## src/rtl/pipe_hazard_ctrl_pkg.sv

```systemverilog
// rtl/pipe_hazard_ctrl_pkg.sv - shared stage indices, FSM states and stall sources
package pipe_hazard_ctrl_pkg;

  localparam int STAGE_CNT = 6;

  localparam int STG_IF   = 0;
  localparam int STG_ID   = 1;
  localparam int STG_EX   = 2;
  localparam int STG_MEM1 = 3;
  localparam int STG_MEM2 = 4;
  localparam int STG_WB   = 5;

  localparam logic TRUE  = 1'b1;
  localparam logic FALSE = 1'b0;

  typedef enum logic [1:0] {
    ST_RUN        = 2'd0,
    ST_DIV_WAIT   = 2'd1,
    ST_EXCP_DRAIN = 2'd2
  } hz_state_e;

  typedef enum logic [2:0] {
    SRC_NONE = 3'd0,
    SRC_MEM  = 3'd1,
    SRC_DIV  = 3'd2,
    SRC_HAZ  = 3'd3,
    SRC_IF   = 3'd4
  } stall_src_e;

endpackage

```

## src/rtl/pipe_hazard_ctrl_sat_counter.sv

```systemverilog
// rtl/pipe_hazard_ctrl_sat_counter.sv - saturating up-counter with synchronous clear
module sat_counter #(
  parameter int CNT_W = 32
) (
  input  logic             clk,
  input  logic             rst_n,
  input  logic             inc,
  input  logic             clear,
  output logic [CNT_W-1:0] count
);

  logic [CNT_W-1:0] count_q;
  logic [CNT_W-1:0] count_d;

  always_comb begin
    count_d = count_q;
    if (clear) begin
      count_d = '0;
    end else if (inc && (count_q != {CNT_W{1'b1}})) begin
      count_d = count_q + CNT_W'(1);
    end
  end

  always_ff @(posedge clk or negedge rst_n) begin
    if (!rst_n) begin
      count_q <= '0;
    end else begin
      count_q <= count_d;
    end
  end

  assign count = count_q;

endmodule

```

## src/rtl/pipe_hazard_ctrl.sv

```systemverilog
// rtl/pipe_hazard_ctrl.sv - pipeline stall/flush scheduler with divider and exception sequencing
module pipe_hazard_ctrl
  import pipe_hazard_ctrl_pkg::*;
#(
  parameter int DIV_MAX = 34,
  parameter int CNT_W   = 32,
  parameter int STAGES  = STAGE_CNT
) (
  input  logic              clk,
  input  logic              rst_n,
  input  logic              id_valid,
  input  logic              id_data_valid_a,
  input  logic              id_data_valid_b,
  input  logic              if_req_stall,
  input  logic              mem_req_stall,
  input  logic              ex_div_start,
  input  logic              div_done,
  input  logic              branch_flush,
  input  logic              excp_flush,
  output logic [STAGES-1:0] stall,
  output logic [STAGES-1:0] flush,
  output logic              div_cancel,
  output logic              div_timeout,
  output logic [CNT_W-1:0]  stall_cycles,
  output logic [CNT_W-1:0]  hazard_cycles
);

  localparam int DCW = $clog2(DIV_MAX + 1);

  hz_state_e        state_q, state_d;
  logic [DCW-1:0]   div_cnt_q, div_cnt_d;
  logic             div_timeout_q, div_timeout_d;

  logic             id_hazard;
  stall_src_e       src;
  logic [STAGES-1:0] stall_c;
  logic [STAGES-1:0] flush_c;
  logic             haz_sel;

  assign id_hazard = id_valid && !(id_data_valid_a && id_data_valid_b);

  always_comb begin
    state_d       = state_q;
    div_cnt_d     = div_cnt_q;
    div_timeout_d = div_timeout_q;
    if (excp_flush) begin
      state_d   = ST_EXCP_DRAIN;
      div_cnt_d = '0;
    end else begin
      case (state_q)
        ST_RUN: begin
          if (ex_div_start) begin
            state_d   = ST_DIV_WAIT;
            div_cnt_d = '0;
          end
        end
        ST_DIV_WAIT: begin
          if (div_done) begin
            state_d   = ST_RUN;
            div_cnt_d = '0;
          end else if (div_cnt_q == DCW'(DIV_MAX - 1)) begin
            // this is the DIV_MAX-th waiting cycle: give up and release EX
            state_d       = ST_RUN;
            div_cnt_d     = '0;
            div_timeout_d = TRUE;
          end else begin
            div_cnt_d = div_cnt_q + DCW'(1);
          end
        end
        ST_EXCP_DRAIN: state_d = ST_RUN;
        default:       state_d = ST_RUN;
      endcase
    end
  end

  always_comb begin
    src = SRC_NONE;
    if (mem_req_stall) begin
      src = SRC_MEM;
    end else if ((state_q == ST_DIV_WAIT) && !div_done) begin
      src = SRC_DIV;
    end else if (id_hazard) begin
      src = SRC_HAZ;
    end else if (if_req_stall) begin
      src = SRC_IF;
    end
  end

  always_comb begin
    stall_c = '0;
    flush_c = '0;
    haz_sel = FALSE;
    if (!rst_n) begin
      flush_c = '1;
    end else if (excp_flush) begin
      flush_c[STG_MEM2:STG_IF] = '1;
    end else if (state_q == ST_EXCP_DRAIN) begin
      flush_c[STG_IF] = TRUE;
    end else begin
      case (src)
        SRC_MEM: begin
          stall_c[STG_MEM1:STG_IF] = '1;
          flush_c[STG_MEM2]        = TRUE;
        end
        SRC_DIV: begin
          stall_c[STG_EX:STG_IF] = '1;
          flush_c[STG_MEM1]      = TRUE;
        end
        SRC_HAZ: begin
          stall_c[STG_ID:STG_IF] = '1;
          flush_c[STG_EX]        = TRUE;
          haz_sel                = TRUE;
        end
        SRC_IF: begin
          stall_c[STG_IF] = TRUE;
          flush_c[STG_ID] = TRUE;
        end
        default: ;
      endcase
      // a redirect can only be taken while EX moves; otherwise EX keeps requesting it
      if (branch_flush && !stall_c[STG_EX]) begin
        stall_c[STG_ID:STG_IF] = '0;
        flush_c[STG_ID:STG_IF] = '1;
        haz_sel                = FALSE;
      end
    end
  end

  always_ff @(posedge clk or negedge rst_n) begin
    if (!rst_n) begin
      state_q       <= ST_RUN;
      div_cnt_q     <= '0;
      div_timeout_q <= FALSE;
    end else begin
      state_q       <= state_d;
      div_cnt_q     <= div_cnt_d;
      div_timeout_q <= div_timeout_d;
    end
  end

  sat_counter #(.CNT_W(CNT_W)) u_stall_cnt (
    .clk   (clk),
    .rst_n (rst_n),
    .inc   (|stall_c),
    .clear (FALSE),
    .count (stall_cycles)
  );

  sat_counter #(.CNT_W(CNT_W)) u_hazard_cnt (
    .clk   (clk),
    .rst_n (rst_n),
    .inc   (haz_sel),
    .clear (FALSE),
    .count (hazard_cycles)
  );

  assign stall       = stall_c;
  assign flush       = flush_c;
  assign div_cancel  = excp_flush && (state_q == ST_DIV_WAIT);
  assign div_timeout = div_timeout_q;

endmodule

```

## config.mk

```make
export PLATFORM = sky130hd
export DESIGN_NAME = pipe_hazard_ctrl
export DESIGN_NICKNAME = d
export VERILOG_FILES = /design/src/rtl/pipe_hazard_ctrl_pkg.sv /design/src/rtl/pipe_hazard_ctrl_sat_counter.sv /design/src/rtl/pipe_hazard_ctrl.sv
export SDC_FILE = /design/constraint.sdc
export NUM_CORES = 1
export LEC_CHECK = 0
export ABC_CLOCK_PERIOD_IN_PS = 2300
export BUFFER_PORTS_ARGS = -buffer_cell sky130_fd_sc_hd__buf_2
export CAP_MARGIN = 20
export CORE_UTILIZATION = 50
export CTS_CLUSTER_SIZE = 28
export DETAILED_ROUTE_END_ITERATION = 7
export PLACE_DENSITY = 0.77
export SLEW_MARGIN = 5
export SYNTH_ARGS = -nofsm -noshare
export SYNTH_HDL_FRONTEND = slang
export SYNTH_SLANG_ARGS = --single-unit
```

## constraint.sdc

```tcl
create_clock -name clk -period 2.3 [get_ports clk]
set_clock_uncertainty 0.1 [all_clocks]
set_input_delay 0.115 -clock clk [delete_from_list [all_inputs] [get_ports clk]]
set_output_delay 0.115 -clock clk [all_outputs]
set_load 0.01 [all_outputs]
```

==> reports/metrics.yaml, run 1 <==
cells_and_area:
  diodes: 0
  final_net_count: 497
  areaGrowthSynthToFinish_pct: 23.85
  fill_cells: 596
  drive_above_1_share: 0.2710
  seqCellArea_mm2: 0.001827
  post-route-util: 0.6433
  multi_input_area_mm2: 0.001834
clock_network:
  cts-root-buf: "clkbuf_8"
  clock_sinks: 73
  cts_tree: "built"
  clkTransAtPathRegs_ns: 0.07
  numCtsBuffers: 9
  htree_levels: 3
  clockBufferDepth: 2
  worstSkewPairLatency_ns: 0.35
synth:
  yosysUniqueCellTypes: 43
  yosysMostFrequentCell: "dfrtp_1"
  synthCells: 373
  ys_seq_area_frac: 0.4849
  synthFlopType: "dfrtp_1"
  synth_top_area_cell: "dfrtp_1"
  synth_seq_cells: 73
  ys_async_sr_fraction: 1.000
  synth_top_area_frac: 0.4849
  ys_top_cells_by_count: "dfrtp_1, nand2_1, xor2_1"
  synth_area_per_cell_um2: 10.10
  yosys_warnings: 0
  synth_edf_count: 0
  synth_top_cells_by_area: "dfrtp_1, xor2_1, xnor2_1"
  syn-cell-area_mm2: 0.003767
placed_design:
  gp_congestion: 0.8805
  port_buffers: 86
  place_hpwl_um: 6335
global_routing:
  antenna_found_initial: 0
  grt_overflow: 0
  grt_usage: 0.2394
  grt_max_degree: 75
  grt_pass1_vias: 3112
  grt_pass1_wl_um: 14500
die:
  die-area_mm2: 0.007885
  io_pins: 89
  placeableCoreArea_mm2: 0.007253
  initial_core_util: 0.5194
  die_w_um: 88.80
  core.rowCount: 31
  chipHeight_um: 88.80
detailed_routing:
  via_per_inst: 5.582
  dr.pass1.iters: 4
  drc_errors: 0
  num_vias: 3271
  drt_first_iter_violations: 152
  wl_met3_um: 402
  ant_nets: 0
  wirelength_um: 8751
  met2_length_um: 4302
  wl_met1_um: 3852
  topRoutingLayerUsed: "met4"
  wl_per_cell_um: 14.93
power:
  switching_share: 0.2440
  comb_power_share: 0.092
  leakage_uw: 0.002412
  pwr_density_cell_mw_per_mm2: 592.1
  vdd_drop_max_v: 0.0005648
  seqPwrFrac: 0.506
  total_power_uw: 2763
  p_switching_uw: 674.1
  clockPowerShare: 0.402
  p_int_uw: 2089
sta:
  finalSetupViolCount: 0
  relSlewSlack: 0.3953
  setup_tns_ns: 0
  finalMaxSlewViolations: 0
  tightestPinTransition_ns: 0.9071
  hold_violations: 0
  grt_setup_unrepaired: "no"
  finalCriticalPeriod_ns: 2.202
  finalCritPeriodShare: 0.9575
  max_freq_ghz: 0.4541
  hold_slack_ns: 0.1339
worst_setup_path:
  cp_max_fo: 7
  required_ns: 2.09
  cp.arrival_ns: 1.99
  crit_type: "register to primary output"
  endpoint_kind: "primary output"
  startpoint_type: "register"
status:
  status: "finished, final reports clean"
worst_hold_path:
  hold_path_class: "input pin to register"
run:
  drv_cap: 0
area by class of cell:
class	instances	area share
clock buffer	11	0.03030
timing repair buffer	110	0.1319
tap	99	0.02655
inverter	12	0.009654
clock inverter	5	0.01689
multi-input combinational	276	0.3931
sequential	73	0.3915
routing by layer:
layer  global-route usage  vias up
li1                     -     1549
met1               0.3041     1596
met2               0.3972      107
met3              0.04478       19
met4               0.1100        0
met5                    0        -
cells in the final DEF (no fill, tap or decap), types with 3 or more instances in the layout:
master	synthesis	final
buf_2	6	86
dfrtp_1	73	73
nand2_1	34	34
xor2_1	32	32
xnor2_1	29	29
nand3_1	28	28
nand4_1	23	23
nor2_1	21	21
nor3_1	20	20
buf_4	3	20
nor4_1	13	13
inv_1	12	12
o21ai_0	11	11
and4_1	11	11
clkbuf_8	0	10
and3_1	8	8
a21oi_1	6	6
ha_1	4	4
nor4b_1	3	3
dlygate4sd3_1	0	3
through the flow:
step	worst slack, ns	std cells	instance area (um2)
final	0.09786	586	4666
after global routing	0.01369	586	4666
after CTS	0.04111	583	4643
after detailed placement	0.1245	564	4393
after global placement	0.2262	564	4393
after floorplan	0.2666	374	3771
flip-flops by register name, indices dropped and copies added, names as in the netlist:
signal              cells
u_hazard_cnt.count     32
u_stall_cnt.count      32
div_cnt_q               6
state_q                 2
div_timeout             1
final timing paths:
kind / from / endpoint / slack [ns] / cells past startpoint
max in group asynchronous: rst_n / div_timeout / 1.05 / 3
setup reg to reg: state_q[0] / u_hazard_cnt.count[13] / 0.19 / 6
hold reg to reg: div_timeout / div_timeout / 0.35 / 1
setup / recovery: state_q[1] / stall[1] / 0.1 / 6
min in group asynchronous: rst_n / u_hazard_cnt.count[24] / 0.44 / 3
hold / removal: div_done / div_cnt_q[0] / 0.13 / 5
power groups by stage:
stage / Combinational, uW / Sequential, uW / Clock, uW
floorplan: 107 / 1440 / 0
global route: 287 / 1410 / 1190
global placement: 241 / 1420 / 0
CTS: 255 / 1400 / 1130
finish: 253 / 1400 / 1110
detailed placement: 250 / 1420 / 0
critical path, stage by stage (launching register included):
cell,delay [ns]
dfrtp_1,0.42
or3b_4,0.43
and2_1,0.19
buf_4,0.17
a21o_1,0.19
a21oi_1,0.11
buf_2,0.14
timing repair:
item	in CTS	in global routing
endpoints found under the setup margin	0	1
endpoints found under the hold margin	75	0
hold buffers	3	0
gates resized for setup	0	1
buffers inserted	0	2
cell families (layout without fill, tap and decap cells):
| group | Yosys count | in the layout | share of synthesized area |
|---|---|---|---|
| adder cells (fa/ha/maj) | 4 | 4 | 0.01329 |
| other | 1 | 2 | 0.0009954 |
| flip-flops | 73 | 73 | 0.4849 |
| AO/OA/AOI/OAI | 27 | 27 | 0.05148 |
| AND/OR/NAND/NOR | 179 | 179 | 0.2687 |
| multiplexers | 3 | 3 | 0.008966 |
| buffers and inverters | 25 | 138 | 0.02989 |
| XOR/XNOR | 61 | 61 | 0.1418 |
(Power assumes the default switching activity.)
==> inputs of run 2 (changes only) <==
- ABC_AREA: not set -> 1
- CELL_PAD_IN_SITES_DETAIL_PLACEMENT: not set -> 0
- CELL_PAD_IN_SITES_GLOBAL_PLACEMENT: not set -> 2
- CORE_UTILIZATION: 50 -> 30
- PLACE_DENSITY: 0.77 -> 0.82
==> run 2 against run 1 <==
  * Synthesized cell count is 100% higher
  * Critical endpoint is now stall[0]
  * Total power is 15% higher
  * Clock power is 32% higher
  * Cell count is 86% higher
  * Via count is 50% higher
  * Maximum frequency is 5.7% higher
  * Combinational power is 36% higher
  * Largest cell class unchanged
==> reports/metrics.yaml, run 2 <==
cells_and_area:
  final_common_cell: "nand2_1"  # was buf_2
  final_net_count: 882  # was 497
  stdcell_area_mm2: 0.006033  # was 0.004666 mm2
  areaGrowthSynthToFinish_pct: 21.95  # was 23.85%
  diodes: 0  # unchanged
  drive_above_1_share: 0.1617  # was 0.2710
  post-route-util: 0.3771  # was 0.6433
  final_cell_mix: "nand2_1, nor2_1, buf_2, dfrtp_1, inv_1"  # was buf_2, dfrtp_1, nand2_1, xor2_1, xnor2_1
detailed_routing:
  ant_nets: 0  # unchanged
  wl_per_cell_um: 13.88  # was 14.93 um
  drc_errors: 0  # unchanged
  via_per_inst: 4.503  # was 5.582
  drt_first_iter_violations: 188  # was 152
  num_vias: 4899  # was 3271
  dr.pass1.iters: 4  # unchanged
  wirelength_um: 15100  # was 8751 um
global_routing:
  grt_pass1_vias: 4650  # was 3112
  grt_max_degree: 75  # unchanged
  antenna_found_initial: 0  # unchanged
  grt_overflow: 0  # unchanged
  grt_pass1_wl_um: 24270  # was 14500 um
  grt_usage: 0.1878  # was 0.2394
power:
  leakage_uw: 0.003054  # was 0.002412 uW
  clockPowerShare: 0.457  # was 0.402
  vdd_drop_max_v: 0.0003145  # was 0.0005648 V
  comb_power_share: 0.108  # was 0.092
  pwr_density_cell_mw_per_mm2: 528.0  # was 592.1 mW/mm2
  seqPwrFrac: 0.435  # was 0.506
  switching_share: 0.2765  # was 0.2440
  p_int_uw: 2305  # was 2089 uW
  total_power_uw: 3186  # was 2763 uW
  p_switching_uw: 881.0  # was 674.1 uW
sta:
  tightestPinTransition_ns: 0.5124  # was 0.9071 ns
  finalMaxSlewViolations: 0  # unchanged
  finalSetupViolCount: 0  # unchanged
  finalCriticalPeriod_ns: 2.084  # was 2.202 ns
  hold_violations: 0  # unchanged
  setup_tns_ns: 0  # unchanged
  relSlewSlack: 0.6579  # was 0.3953
  finalCritPeriodShare: 0.9060  # was 0.9575
  hold_slack_ns: 0.2290  # was 0.1339 ns
  grt_setup_unrepaired: "no"  # unchanged
  max_freq_ghz: 0.4799  # was 0.4541 GHz
synth:
  synth_area_per_cell_um2: 6.492  # was 10.10 um2
  ys_top_cells_by_count: "nand2_1, nor2_1, dfrtp_1"  # was dfrtp_1, nand2_1, xor2_1
  yosysUniqueCellTypes: 31  # was 43
  ys_async_sr_fraction: 1.000  # unchanged
  ys_seq_area_frac: 0.3692  # was 0.4849
  synth_top_cells_by_area: "dfrtp_1, nand2_1, nor2_1"  # was dfrtp_1, xor2_1, xnor2_1
  synthCells: 762  # was 373
  yosys_warnings: 0  # unchanged
  synth_top_area_cell: "dfrtp_1"  # unchanged
  synth_top_area_frac: 0.3692  # was 0.4849
  syn-cell-area_mm2: 0.004947  # was 0.003767 mm2
  synth_seq_cells: 73  # unchanged
  yosysMostFrequentCell: "nand2_1"  # was dfrtp_1
  synthFlopType: "dfrtp_1"  # unchanged
  synth_edf_count: 0  # unchanged
worst_setup_path:
  cp_max_fo: 15  # was 7
  endpoint_kind: "primary output"  # unchanged
  max_stage_delay_ns: 0.53  # was 0.43 ns
  path_cells: "dlygate4sd3_1, buf_2, clkinv_1, nand2_1, nor2_1, nand2_2, a21oi_4, buf_4, buf_2"  # was or3b_4, and2_1, buf_4, a21o_1, a21oi_1, buf_2
  slowest_stage: "dlygate4sd3_1"  # was or3b_4
  startpoint_type: "input pin"  # was register
  crit_type: "input pin to primary output"  # was register to primary output
  required_ns: 2.09  # about the same
  path_buf_inv: 5  # was 2
  critPathTopFamily: "buffers and inverters"  # was simple AND/OR/NAND/NOR gates
  cpMostUsedCell: "buf_2"
  cp.arrival_ns: 1.87  # was 1.99 ns
worst_hold_path:
  hold_path_class: "input pin to asynchronous set/reset pin"  # was input pin to register
die:
  initial_core_util: 0.3092  # was 0.5194
  io_pins: 89  # unchanged
  die_w_um: 130.4  # was 88.80 um
  die-area_mm2: 0.01701  # was 0.007885 mm2
  core.rowCount: 46  # was 31
  placeableCoreArea_mm2: 0.01600  # was 0.007253 mm2
  chipHeight_um: 130.4  # was 88.80 um
clock_network:
  clock_sinks: 73  # unchanged
  clkTransAtPathRegs_ns: 0.07  # about the same
  numCtsBuffers: 9  # unchanged
  cts-root-buf: "clkbuf_16"  # was clkbuf_8
  worstSkewPairLatency_ns: 0.35  # about the same
  ctsHoldBuffers: 4  # was 3
  cts_resized: 0  # unchanged
  clockBufferDepth: 2  # unchanged
  cts_tree: "built"  # unchanged
  htree_levels: 3  # unchanged
  cts_setup_buffers: 0  # unchanged
placed_design:
  place_hpwl_um: 11390  # was 6335 um
  placed_cell_area_mm2: 0.005669  # was 0.004393 mm2
  port_buffers: 86  # unchanged
  gp_congestion: 0.7990  # was 0.8805
status:
  status: "finished, final reports clean"  # unchanged
run:
  drv_cap: 0  # unchanged
[run 2: cell types whose count changed after synthesis, sizes merged, moves of 5 or more]
cell and delta:
nor3 -19, inv +30, nand2 +357, nor2 +95
xor2 -18, xnor2 -13, nand3 +5, and4 -11
o21ai +5, nor4 -13, and3 -8, nand3b +26
nand4 -19
[run 2: through the flow]
step	worst slack, ns	std cells
after floorplan	0.4341	763
after global placement	0.2810	1067
after detailed placement	0.2853	1067
after CTS	0.2230	1087
after global routing	0.05162	1088
final	0.2161	1088
[run 2: final timing paths]
kind,startpoint,end,slack (ns),cells after the start
setup / recovery,excp_flush,stall[0],0.22,9
hold / removal,rst_n,u_hazard_cnt.count[3],0.23,3
setup reg to reg,u_hazard_cnt.count[1],u_hazard_cnt.count[28],0.30,10
hold reg to reg,div_timeout,div_timeout,0.38,1
max in group asynchronous,rst_n,u_stall_cnt.count[25],1.28,4
min in group clk,if_req_stall,u_stall_cnt.count[24],0.29,5
[run 2: power groups by stage]
| stage | sequential (uW) | clock, uW | combinational [uW] |
|---|---|---|---|
| 6_report | 1380 | 1460 | 345 |
| 5_1_grt | 1390 | 1550 | 394 |
| 4_1_cts | 1380 | 1500 | 346 |
| 3_5_place_dp | 1410 | 0 | 340 |
| 3_3_place_gp | 1410 | 0 | 339 |
| 2_1_floorplan | 1430 | 0 | 153 |
[run 2: routing by layer]
| layer | up-vias | wire (um) | GRT usage |
|---|---|---|---|
| li1 | 2565 | - | - |
| met1 | 2233 | 7386 | 0.2486 |
| met2 | 86 | 6874 | 0.3073 |
| met3 | 15 | 576 | 0.03664 |
| met4 | 0 | 258 | 0.06153 |
| met5 | - | 0 | 0 |
[run 2: layout make-up]
class | count | area, um2
Fill cell | 1815 | 9967
Multi-Input combinational cell | 632 | 2850
Sequential cell | 73 | 1827
Timing Repair Buffer | 108 | 628.1
Tap cell | 216 | 270.3
Clock buffer | 10 | 229.0
Inverter | 43 | 161.4
Clock inverter | 6 | 67.56
[run 2: worst reg2reg max path, delay by kind of cell (launching register included)]
| kind | cells | cell delay, ns |
|---|---|---|
| and+or+nand+nor | 7 | 0.80 |
| DFF | 1 | 0.40 |
| buffers and inverters | 2 | 0.34 |
| adders and majority gates | 1 | 0.27 |
[run 2: logic make-up after synthesis]
group,Yosys count,synth area share
other,1,0.0007580
buffers and inverters,58,0.05538
AND/OR/NAND/NOR,574,0.4853
adder cells (fa/ha/maj),4,0.01012
flip-flops,73,0.3692
AO/OA/AOI/OAI,22,0.02605
XOR/XNOR,30,0.05311
==> inputs of run 3 (changes only) <==
- PLACE_DENSITY: 0.82 -> 0.89
==> run 3 against run 2 <==
  * Total power up 7.2%
  * Largest cell class unchanged
  * Largest power group unchanged
  * Highest routed layer unchanged
  * Critical endpoint unchanged
  * Critical path type unchanged
  * Global-route usage up 0.37 points
  * First-iteration DRC count increased by 13%
  * Final area increased by 2.2%
  * Via count up 1.0%
  * Non-clock buffer count up 7
  * Die area stayed put
  * Wire length shrank 0.92%
==> reports/metrics.yaml, run 3 (synthesized netlist as in run 2, its figures left out) <==
power:
  pwr_density_cell_mw_per_mm2: 553.9  # was 528.0 mW/mm2
  total_power_uw: 3416  # was 3186 uW
  vdd_drop_max_v: 0.0003122  # was 0.0003145 V
  leakage_uw: 0.003136  # was 0.003054 uW
clock_network:
  worstSkewPairLatency_ns: 0.34  # was 0.35 ns
  numCtsBuffers: 9  # unchanged
  clkTransAtPathRegs_ns: 0.06  # was 0.07 ns
  clockBufferDepth: 2  # unchanged
  clock_sinks: 73  # unchanged
  htree_levels: 3  # unchanged
  cts_tree: "built"  # unchanged
  cts-root-buf: "clkbuf_16"  # unchanged
worst_setup_path:
  cp_max_fo: 11  # was 15
  cp.arrival_ns: 1.87  # about the same
  required_ns: 2.09  # about the same
  crit_type: "input pin to primary output"  # unchanged
  startpoint_type: "input pin"  # unchanged
  endpoint_kind: "primary output"  # unchanged
detailed_routing:
  num_vias: 4949  # was 4899
  drc_errors: 0  # unchanged
  drt_first_iter_violations: 213  # was 188
  wirelength_um: 14960  # was 15100 um
  via_per_inst: 4.520  # was 4.503
  wl_per_cell_um: 13.66  # was 13.88 um
  dr.pass1.iters: 4  # unchanged
  ant_nets: 0  # unchanged
die:
  core.rowCount: 46  # unchanged
  initial_core_util: 0.3092  # unchanged
  io_pins: 89  # unchanged
  die_w_um: 130.4  # unchanged
  chipHeight_um: 130.4  # unchanged
  placeableCoreArea_mm2: 0.01600  # unchanged
  die-area_mm2: 0.01701  # unchanged
sta:
  finalSetupViolCount: 0  # unchanged
  max_freq_ghz: 0.4803  # was 0.4799 GHz
  grt_setup_unrepaired: "no"  # unchanged
  finalCriticalPeriod_ns: 2.082  # was 2.084 ns
  finalCritPeriodShare: 0.9052  # was 0.9060
  layout_setup_ws_ns: 0.2179  # was 0.2161 ns
  setup_tns_ns: 0  # unchanged
  hold_violations: 0  # unchanged
  finalMaxSlewViolations: 0  # unchanged
placed_design:
  place_hpwl_um: 11410  # was 11390 um
  place_worst_setup_slack_ns: 0.1319  # was 0.2853 ns
  port_buffers: 86  # unchanged
  gp_congestion: 0.8000  # was 0.7990
global_routing:
  antenna_found_initial: 0  # unchanged
  grt_pass1_vias: 4739  # was 4650
  grt_pass1_wl_um: 24710  # was 24270 um
  grt_overflow: 0  # unchanged
  grt_usage: 0.1914  # was 0.1878
  grt_max_degree: 75  # unchanged
cells_and_area:
  final_common_cell: "nand2_1"  # unchanged
  final_net_count: 889  # was 882
  drive_above_1_share: 0.1695  # was 0.1617
  final_cell_mix: "nand2_1, nor2_1, buf_2, dfrtp_1, inv_1"  # unchanged
  areaGrowthSynthToFinish_pct: 24.63  # was 21.95%
  diodes: 0  # unchanged
worst_hold_path:
  hold_path_class: "input pin to register"  # was input pin to asynchronous set/reset pin
status:
  status: "finished, final reports clean"  # unchanged
run:
  drv_cap: 0  # unchanged
-- run 3: cell count changes in the layout (fill, tap and decap cells not counted), sizes merged --
cell / change
buf: +7
bufinv: +2
clkbuf: +2
clkinv: -1
clkinvlp: -2
inv: -1
-- run 3: power breakdown --
group | internal, uW | switching [uW]
logic | 130 | 209
registers | 1330 | 54.2
clock network | 1120 | 573
total | 2580 | 835
-- run 3: layout make-up --
class	count	area (um2)
tap	216	270.3
fill	1773	9834
sequential	73	1827
inverter	43	163.9
clock buffer	12	256.5
clock inverter	4	98.84
timing repair buffer	115	696.9
multi-input combinational	632	2853
-- run 3: through the flow --
step / util / hold WS [ns] / instances / cell area (um2)
5_1_grt: 0.3854 / 0.1617 / 1095 / 6166
4_1_cts: 0.3822 / 0.1437 / 1092 / 6115
3_5_place_dp: 0.3574 / 0.1997 / 1072 / 5719
3_3_place_gp: 0.3574 / 0.1928 / 1072 / 5719
2_1_floorplan: - / -0.2806 / 763 / 4951
6_report: 0.3854 / 0.1232 / 1095 / 6166
-- run 3: critical path, stage by stage --
cell	delay, ns
dlygate4sd3_1	0.53
buf_2	0.13
inv_1	0.09
nand3_2	0.16
nand3_1	0.17
inv_1	0.10
a21oi_4	0.20
buf_4	0.21
buf_2	0.15
-- run 3: what timing repair did --
item | 4_1_cts | 5_1_grt
resized for setup | 0 | 4
setup buffers | 0 | 2
hold buffers | 4 | 0
endpoints found under the hold margin | 77 | 0
endpoints found under the setup margin | 0 | 30
-- run 3: per-layer routing --
metal  vias up  share of wire  global-route usage
met4         0          0.018             0.06964
met5         -              0                   0
met3        17          0.031             0.02809
met1      2263           0.50              0.2579
li1       2580              -                   -
met2        89           0.45              0.3123
-- run 3: final timing paths --
kind,end,slack [ns],startpoint,cells past startpoint
worst max-delay path,stall[0],0.22,div_done,9
worst min-delay path,u_stall_cnt.count[15],0.12,if_req_stall,5
worst max register to register,u_hazard_cnt.count[16],0.22,u_hazard_cnt.count[1],9
worst min register to register,div_timeout,0.39,div_timeout,1
max in group asynchronous,u_hazard_cnt.count[23],1.26,rst_n,4
min in group asynchronous,state_q[1],0.27,rst_n,3
